<file path="config.mk">
export PLATFORM = sky130hd
export DESIGN_NAME = hazard_stall_ctrl
export DESIGN_NICKNAME = d
export VERILOG_FILES = /design/src/rtl/hazard_stall_ctrl.sv
export SDC_FILE = /design/constraint.sdc
export NUM_CORES = 1
export LEC_CHECK = 0
export ABC_CLOCK_PERIOD_IN_PS = 2000
export CAP_MARGIN = 20
export CORE_ASPECT_RATIO = 0.6
export CORE_MARGIN = 2
export CORE_UTILIZATION = 41
export DETAILED_ROUTE_END_ITERATION = 10
export MAX_ROUTING_LAYER = met4
export PLACE_DENSITY = 0.75
export SETUP_SLACK_MARGIN = 0.4
export SLEW_MARGIN = 10
export SYNTH_ARGS = -nofsm -noshare
export SYNTH_HDL_FRONTEND = slang
export SYNTH_SLANG_ARGS = --single-unit
</file>
<file path="constraint.sdc">
create_clock -name clk -period 2 [get_ports clk]
set_clock_uncertainty 0.15 [all_clocks]
set_input_delay 0.3 -clock clk [delete_from_list [all_inputs] [get_ports clk]]
set_output_delay 0.3 -clock clk [all_outputs]
set_load 0.01 [all_outputs]
</file>
<file path="src/rtl/hazard_stall_ctrl.sv">
// hazard_stall_ctrl: pipeline freeze/bubble/flush sequencer for the 5-stage core.
// It resolves load-use hazards that forwarding cannot cover, flushes the pipe on
// taken branches, and holds EX while the multi-cycle mul/div unit is busy.
//
// Ports:
//   clk, rst            clock and asynchronous active-high reset
//   ID_EX_mem_read      ID/EX instruction is a load
//   ID_EX_rt            load destination register in ID/EX
//   IF_ID_rs/IF_ID_rt   source registers of the IF/ID instruction
//   IF_ID_uses_rt       IF/ID instruction reads rt as a source
//   EX_branch_taken     branch/jump in EX resolved taken
//   ID_EX_md_start      mul/div entering EX
//   md_done             mul/div result valid
//   pc_write            PC load enable
//   IF_ID_write         IF/ID load enable
//   IF_ID_flush         clear IF/ID to NOP
//   ID_EX_bubble        zero control fields entering ID/EX
//   EX_hold             freeze ID/EX, block EX/MEM writes
//   md_go               one-cycle start pulse to the mul/div unit
//   md_timeout          sticky flag: a mul/div was force-released
//   stall_cycles        saturating count of cycles with pc_write=0
module hazard_stall_ctrl #(
    parameter int unsigned MD_TIMEOUT = 64,
    parameter int unsigned CNT_W      = 16
) (
    input  logic             clk,
    input  logic             rst,
    input  logic             ID_EX_mem_read,
    input  logic [4:0]       ID_EX_rt,
    input  logic [4:0]       IF_ID_rs,
    input  logic [4:0]       IF_ID_rt,
    input  logic             IF_ID_uses_rt,
    input  logic             EX_branch_taken,
    input  logic             ID_EX_md_start,
    input  logic             md_done,
    output logic             pc_write,
    output logic             IF_ID_write,
    output logic             IF_ID_flush,
    output logic             ID_EX_bubble,
    output logic             EX_hold,
    output logic             md_go,
    output logic             md_timeout,
    output logic [CNT_W-1:0] stall_cycles
);

    localparam int unsigned WAIT_W = $clog2(MD_TIMEOUT + 1);
    localparam logic [WAIT_W-1:0] WAIT_LAST = WAIT_W'(MD_TIMEOUT - 1);
    localparam logic [CNT_W-1:0]  CNT_MAX   = '1;

    typedef enum logic {
        RUN     = 1'b0,
        MD_WAIT = 1'b1
    } state_t;

    state_t            state;
    state_t            state_nxt;
    logic [WAIT_W-1:0] wait_cnt;
    logic [WAIT_W-1:0] wait_cnt_nxt;
    logic              timeout_set;
    logic              lu;

    // Load-use hazard: a load's destination is needed by the very next instruction.
    assign lu = ID_EX_mem_read && (ID_EX_rt != 5'd0) &&
                ((ID_EX_rt == IF_ID_rs) || (IF_ID_uses_rt && (ID_EX_rt == IF_ID_rt)));

    // State and wait counter registers.
    always_ff @(posedge clk or posedge rst) begin
        if (rst) begin
            state    <= RUN;
            wait_cnt <= '0;
        end else begin
            state    <= state_nxt;
            wait_cnt <= wait_cnt_nxt;
        end
    end

    // Next-state and pipeline control; outputs are combinational so the stall
    // takes effect in the same cycle the hazard is seen.
    always_comb begin
        state_nxt    = state;
        wait_cnt_nxt = wait_cnt;
        timeout_set  = 1'b0;
        pc_write     = 1'b1;
        IF_ID_write  = 1'b1;
        IF_ID_flush  = 1'b0;
        ID_EX_bubble = 1'b0;
        EX_hold      = 1'b0;
        md_go        = 1'b0;

        if (rst) begin
            // Keep the pipe quiet and filled with NOPs while held in reset.
            pc_write     = 1'b0;
            IF_ID_write  = 1'b0;
            IF_ID_flush  = 1'b1;
            ID_EX_bubble = 1'b1;
        end else begin
            case (state)
                RUN: begin
                    if (EX_branch_taken) begin
                        IF_ID_flush  = 1'b1;
                        ID_EX_bubble = 1'b1;
                    end else if (ID_EX_md_start) begin
                        md_go        = 1'b1;
                        pc_write     = 1'b0;
                        IF_ID_write  = 1'b0;
                        EX_hold      = 1'b1;
                        state_nxt    = MD_WAIT;
                        wait_cnt_nxt = '0;
                    end else if (lu) begin
                        pc_write     = 1'b0;
                        IF_ID_write  = 1'b0;
                        ID_EX_bubble = 1'b1;
                    end
                end
                MD_WAIT: begin
                    pc_write    = 1'b0;
                    IF_ID_write = 1'b0;
                    EX_hold     = 1'b1;
                    if (md_done || (wait_cnt == WAIT_LAST)) begin
                        // Release in this cycle; flag it when the unit never answered.
                        pc_write    = 1'b1;
                        IF_ID_write = 1'b1;
                        EX_hold     = 1'b0;
                        state_nxt   = RUN;
                        timeout_set = !md_done;
                    end else begin
                        wait_cnt_nxt = wait_cnt + WAIT_W'(1);
                    end
                end
                default: state_nxt = RUN;
            endcase
        end
    end

    // Sticky timeout flag and saturating stall counter.
    always_ff @(posedge clk or posedge rst) begin
        if (rst) begin
            md_timeout   <= 1'b0;
            stall_cycles <= '0;
        end else begin
            if (timeout_set) begin
                md_timeout <= 1'b1;
            end
            if (!pc_write && (stall_cycles != CNT_MAX)) begin
                stall_cycles <= stall_cycles + CNT_W'(1);
            end
        end
    end

endmodule

</file>
# Word-level counts from Yosys, hierarchy flattened
# Index checks and enable logic that the tools add are counted.
op_classes:
  add_sub_neg: 2
  eq_ne: 7
  muxes: 28
  n_bitwise: 2
  n_reduce_logical: 10
ops:
  columns: ["cell", "count"]
  rows:
  - ["two-way mux 1 bit", 22]
  - ["two-way mux 7 bit", 3]
  - ["adder 16 x 1 -> 16 bit, second input constant", 1]
  - ["!= test 16 bit, second input constant", 1]
  - ["one-hot mux 7 bit (2 select lines)", 1]
  - ["== test 5 bit", 2]
  - ["adder 7 x 1 -> 7 bit, second input constant", 1]
  - ["== test 7 x 6 -> 1 bit, second input constant", 1]
  - ["!= test 2 bit, second input constant", 3]
  - ["nonzero test 5 bit", 1]
  - ["logical AND 1 bit", 4]
  - ["one-hot mux 1 bit (2 select lines)", 2]
  - ["AND reduction 4 bit", 1]
  - ["zero test 1 bit", 2]
  - ["logical OR 1 bit", 2]
  - ["NOT 1 bit", 2]
word_totals:
  register_bits: 25
  out_inout_bits: 23
  elab_cells: 53

# Depth between registers and ports, before layout
logic_depth:
  word_depth: 11
  depth_mapped: 8
  mapped_depth_nobuf: 7

# Least setup slack after synthesis
# Ideal clock, no wire load.
synth_path:
  kind: "register to register"
  startpoint: "reg stall_cycles[0]"
  endpoint: "reg stall_cycles[4]"
  setup_time_ns: 0.125
  arrival_time_ns: 1.838
  required_ns: 1.725
  slack_ns: -0.113
  stages_incl_launch_ff: 9
  period_less_slack_ns: 2.113
  path_cell_list: "dfrtp_1 > ha_1 > nand4_1 > nor4_1 > or4_4 > o21ai_4 > buf_6 > nand4_1 > xnor2_1"
synth_via:
  elab_chain_cells: 2
  elab_cells_between_ends: 3
synth_lines:
  columns: ["element", "line", "rtl"]
  rows:
  - ["from (decl)", "43", "output logic [CNT_W-1:0] stall_cycles"]
  - ["from (signal assigned)", "145", "stall_cycles <= stall_cycles + CNT_W'(1);"]
  - ["parallel branches: the longest is 2 deep, another holds adder 16 x 1 -> 16 bit", null, null]
# Several ways; the timed one is not identified.
# A chain may end at the register's enable or synchronous reset.

# Worst setup path in the final report
layout_path:
  startpoint: "in ID_EX_rt[4]"
  endpoint: "out pc_write"
layout_via:
  elab_chain_cells: 9
  elab_cells_between_ends: 12
layout_lines:
  columns: ["element", "line", "rtl"]
  rows:
  - ["from (decl)", "29", "input logic [4:0] ID_EX_rt,"]
  - ["== test 5 bit", "64", "((ID_EX_rt == IF_ID_rs) || (IF_ID_uses_rt && (ID_EX_rt == IF_ID_rt)));"]
  - ["logical AND 1 bit", "64", null]
  - ["logical OR 1 bit", "64", null]
  - ["logical AND 1 bit *", "63", "assign lu = ID_EX_mem_read && (ID_EX_rt != 5'd0) &&"]
  - ["two-way mux 1 bit *", "109", "end else if (lu) begin"]
  - ["two-way mux 1 bit *", "102", "end else if (ID_EX_md_start) begin"]
  - ["two-way mux 1 bit *", "99", "if (EX_branch_taken) begin"]
  - ["one-hot mux 1 bit (2 select lines) *", "97", "case (state)"]
  - ["two-way mux 1 bit *", "90", "if (rst) begin"]
  - ["to (decl)", "36", "output logic pc_write,"]
# Mark *: on every way between the ends. The rest lies on a longest branch, timed or not.

==> impl_results.md <==
- CP required: 1550 ps
- GR Overflow Total: 0
- Routed Wire Length: 4.90 mm
- Starting Density: 0.428
- Die ar.: 3880 µm²
- First-pass GRT wire length: 7.60 mm
- IO Pins: 45
- Yosys top cell area share: 0.451
- Final Critical Period: 2120 ps
- Later-pin clock latency in the skew report: 270 ps
- Vias in the first global route: 1555
- Critical path class: input port to output port
- Design area: 2560 µm²
- EDFF count, synth: 0
- Core area: 3240 µm²
- Tot GR Track Use: 0.256
- Residual DRC: 0
- Crit end category: output port
- Power Density: 709 nW/µm²
- CP Buf/Inv Count: 3
- Slowest stage delay, CP: 550 ps
- First DRT Iteration DRCs: 81
- Post-DP Area: 2260 µm²
- WL/cell: 16.8 µm
- Drt first pass iters: 4
- CP delay by family, top: simple AND/OR/NAND/NOR gates
- Placer Congestion: 0.818
- Max H-tree Level: 1
- WP data arrival: 1670 ps
- Violated checks: setup timing
- Most frequent cells in the layout: buf_4 (47), dlygate4sd2_1 (23), dfrtp_1 (23), buf_6 (20), xnor2_1 (14)
- Crit-path cells: buf_6 -> or4_4 -> o21ai_4 -> nor2_2 -> buf_4 -> a21oi_2 -> buf_2
- Slew HR: 0.747
- Layout cells sized above 1: 0.472
- Final hold vios: 0
- Average size of a mapped cell: 9.98 µm²
- Routed vias: 1491
- FF+latch count, synth: 25
- Chip height: 49.1 µm
- Post-DR vias/cell: 5.12
- Clock Path Buffers: 2
- Hpwl dp: 3.18 mm
- Clock sinks: 25
- Total negative setup slack: -927 ps
- Most common cell after layout, fill and taps aside: buf_4
- Die X: 79.1 µm
- Initial antenna violation count: 0
- Antenna Nets Post-Route: 0
- Yosys cell types: 31
- Period utilization: 1.06
- Startpoint Class: input port
- Final worst setup slack: -121 ps
- Post-synth top area cell: dfrtp_1
- Crit-path max FO: 3
- Largest net degree at the start of global routing: 17
- Maxcap violations: 0
- Syn. warnings: 0
- Area growth from synthesis to layout: 84.5%
- VDD IR max: 0.535 mV
- Ant diodes: 0
- Worst Tran Pin Value: 377 ps
- Clock-pin transition on the worst setup and hold timing paths: 90 ps
- Post-synthesis sequential area ratio: 0.451
- Largest cells by area after synthesis: dfrtp_1 (45%), xnor2_1 (8.8%), xor2_1 (8.8%), nand4_1 (5.9%), nand2_1 (3.2%)
- Root buffer cell: clkbuf_8
- PortBufs: 44
- RSZ-0062 raised after global routing: true
- Setup violations, final: 19
- Fin. max-slew vios: 0
- Max Freq: 471 MHz
- Syn Nets: 163
- Number of buffers created by CTS: 3
- Post-Syn Area: 1390 µm²
- Static Leak: 1.30 nW
- Count of standard-cell rows: 16
- TritonCTS clock tree: done
- Nets@finish: 271
- Status: complete, but fails checks
- Async SR Flop Fraction: 1.00
- Ys flop type: dfrtp_1
- Cells after Synth: 139
- Hold crit path type: input port to asynchronous set/reset pin
- Critical-path top delay cell: or4_4
routing by layer:
metal | vias to the layer above | part of all wire | global-route usage
met5 | - | 0 | -
met4 | 0 | 0.020 | 0.0489
met3 | 12 | 0.031 | 0.0463
met2 | 37 | 0.53 | 0.446
met1 | 737 | 0.41 | 0.317
li1 | 705 | - | -
area by class of cell:
type | instances | area, µm²
repair buffers | 106 | 900
multi-input cells | 102 | 890
fillers | 219 | 683
flip-flops and latches | 25 | 628
well taps | 45 | 56.3
clock buffers | 3 | 41.3
inverters | 9 | 40.0
clock inverters | 1 | 5.00
stage by stage:
stage,cells,total power [mW],setup WS [ps],utilization,hold slack (ps)
floorplan,139,0.987,-55.7,-,53.4
global placement,271,1.40,-772,0.698,313
detailed placement,271,1.44,-856,0.698,320
CTS,287,1.74,-53.9,0.752,205
global route,291,1.92,-165,0.789,272
finish,291,1.81,-121,0.789,245
power breakdown:
part | internal (mW) | switching [mW]
combinational | 0.463 | 0.390
clock | 0.139 | 0.162
sequential | 0.597 | 0.0628
registers in the layout, summed over array words and instances, names as in the netlist:
name / flops
wait_cnt: 7
stall_cycles: 16
state: 1
md_timeout: 1
worst min-delay path: cells and delay by family:
family | cells | cell delay (ps)
buf+inv | 3 | 710
logic make-up after synthesis:
| family | Yosys count | share of synthesized area |
|---|---|---|
| simple gates | 54 | 0.210 |
| buf+inv | 12 | 0.0415 |
| mux | 3 | 0.0234 |
| flops | 25 | 0.451 |
| fa+ha+maj | 2 | 0.0180 |
| compound gates | 15 | 0.0793 |
| xor+xnor | 28 | 0.177 |
worst paths after layout:
| kind | start | endpoint | slack [ps] | depth (start not counted) |
|---|---|---|---|---|
| min reg2reg | md_timeout$_DFFE_PP0P_ | md_timeout$_DFFE_PP0P_ | 340 | 1 |
| min in group clk | md_timeout$_DFFE_PP0P_ | md_timeout$_DFFE_PP0P_ | 340 | 1 |
| max in group asynchronous | rst | stall_cycles[1]$_DFFE_PP0P_ | 1110 | 4 |
| max | ID_EX_rt[4] | pc_write | -120 | 7 |
| max reg2reg | stall_cycles[1]$_DFFE_PP0P_ | stall_cycles[1]$_DFFE_PP0P_ | -90 | 7 |
| min | rst | stall_cycles[14]$_DFFE_PP0P_ | 250 | 3 |
synthesized netlist by cell type (2+ instances only):
master    n
and3_1    6
inv_1     9
xor2_1   14
ha_1      2
dfrtp_1  25
nor3_1    3
a21oi_1   3
nor4_1    2
nand3_1   5
xnor2_1  14
mux2_2    2
nand4_1  13
nand2_1  12
nor2_1    8
nor4b_1   2
o21ai_0   3
a21o_1    2
repair_timing:
item	in CTS	in global routing
pin swaps	33	26
gates resized for setup	106	32
hold buffers	0	0
cloned	0	1
setup endpoints to repair	48	32
buffers inserted	12	3
Power figures use the tool's default switching activity.
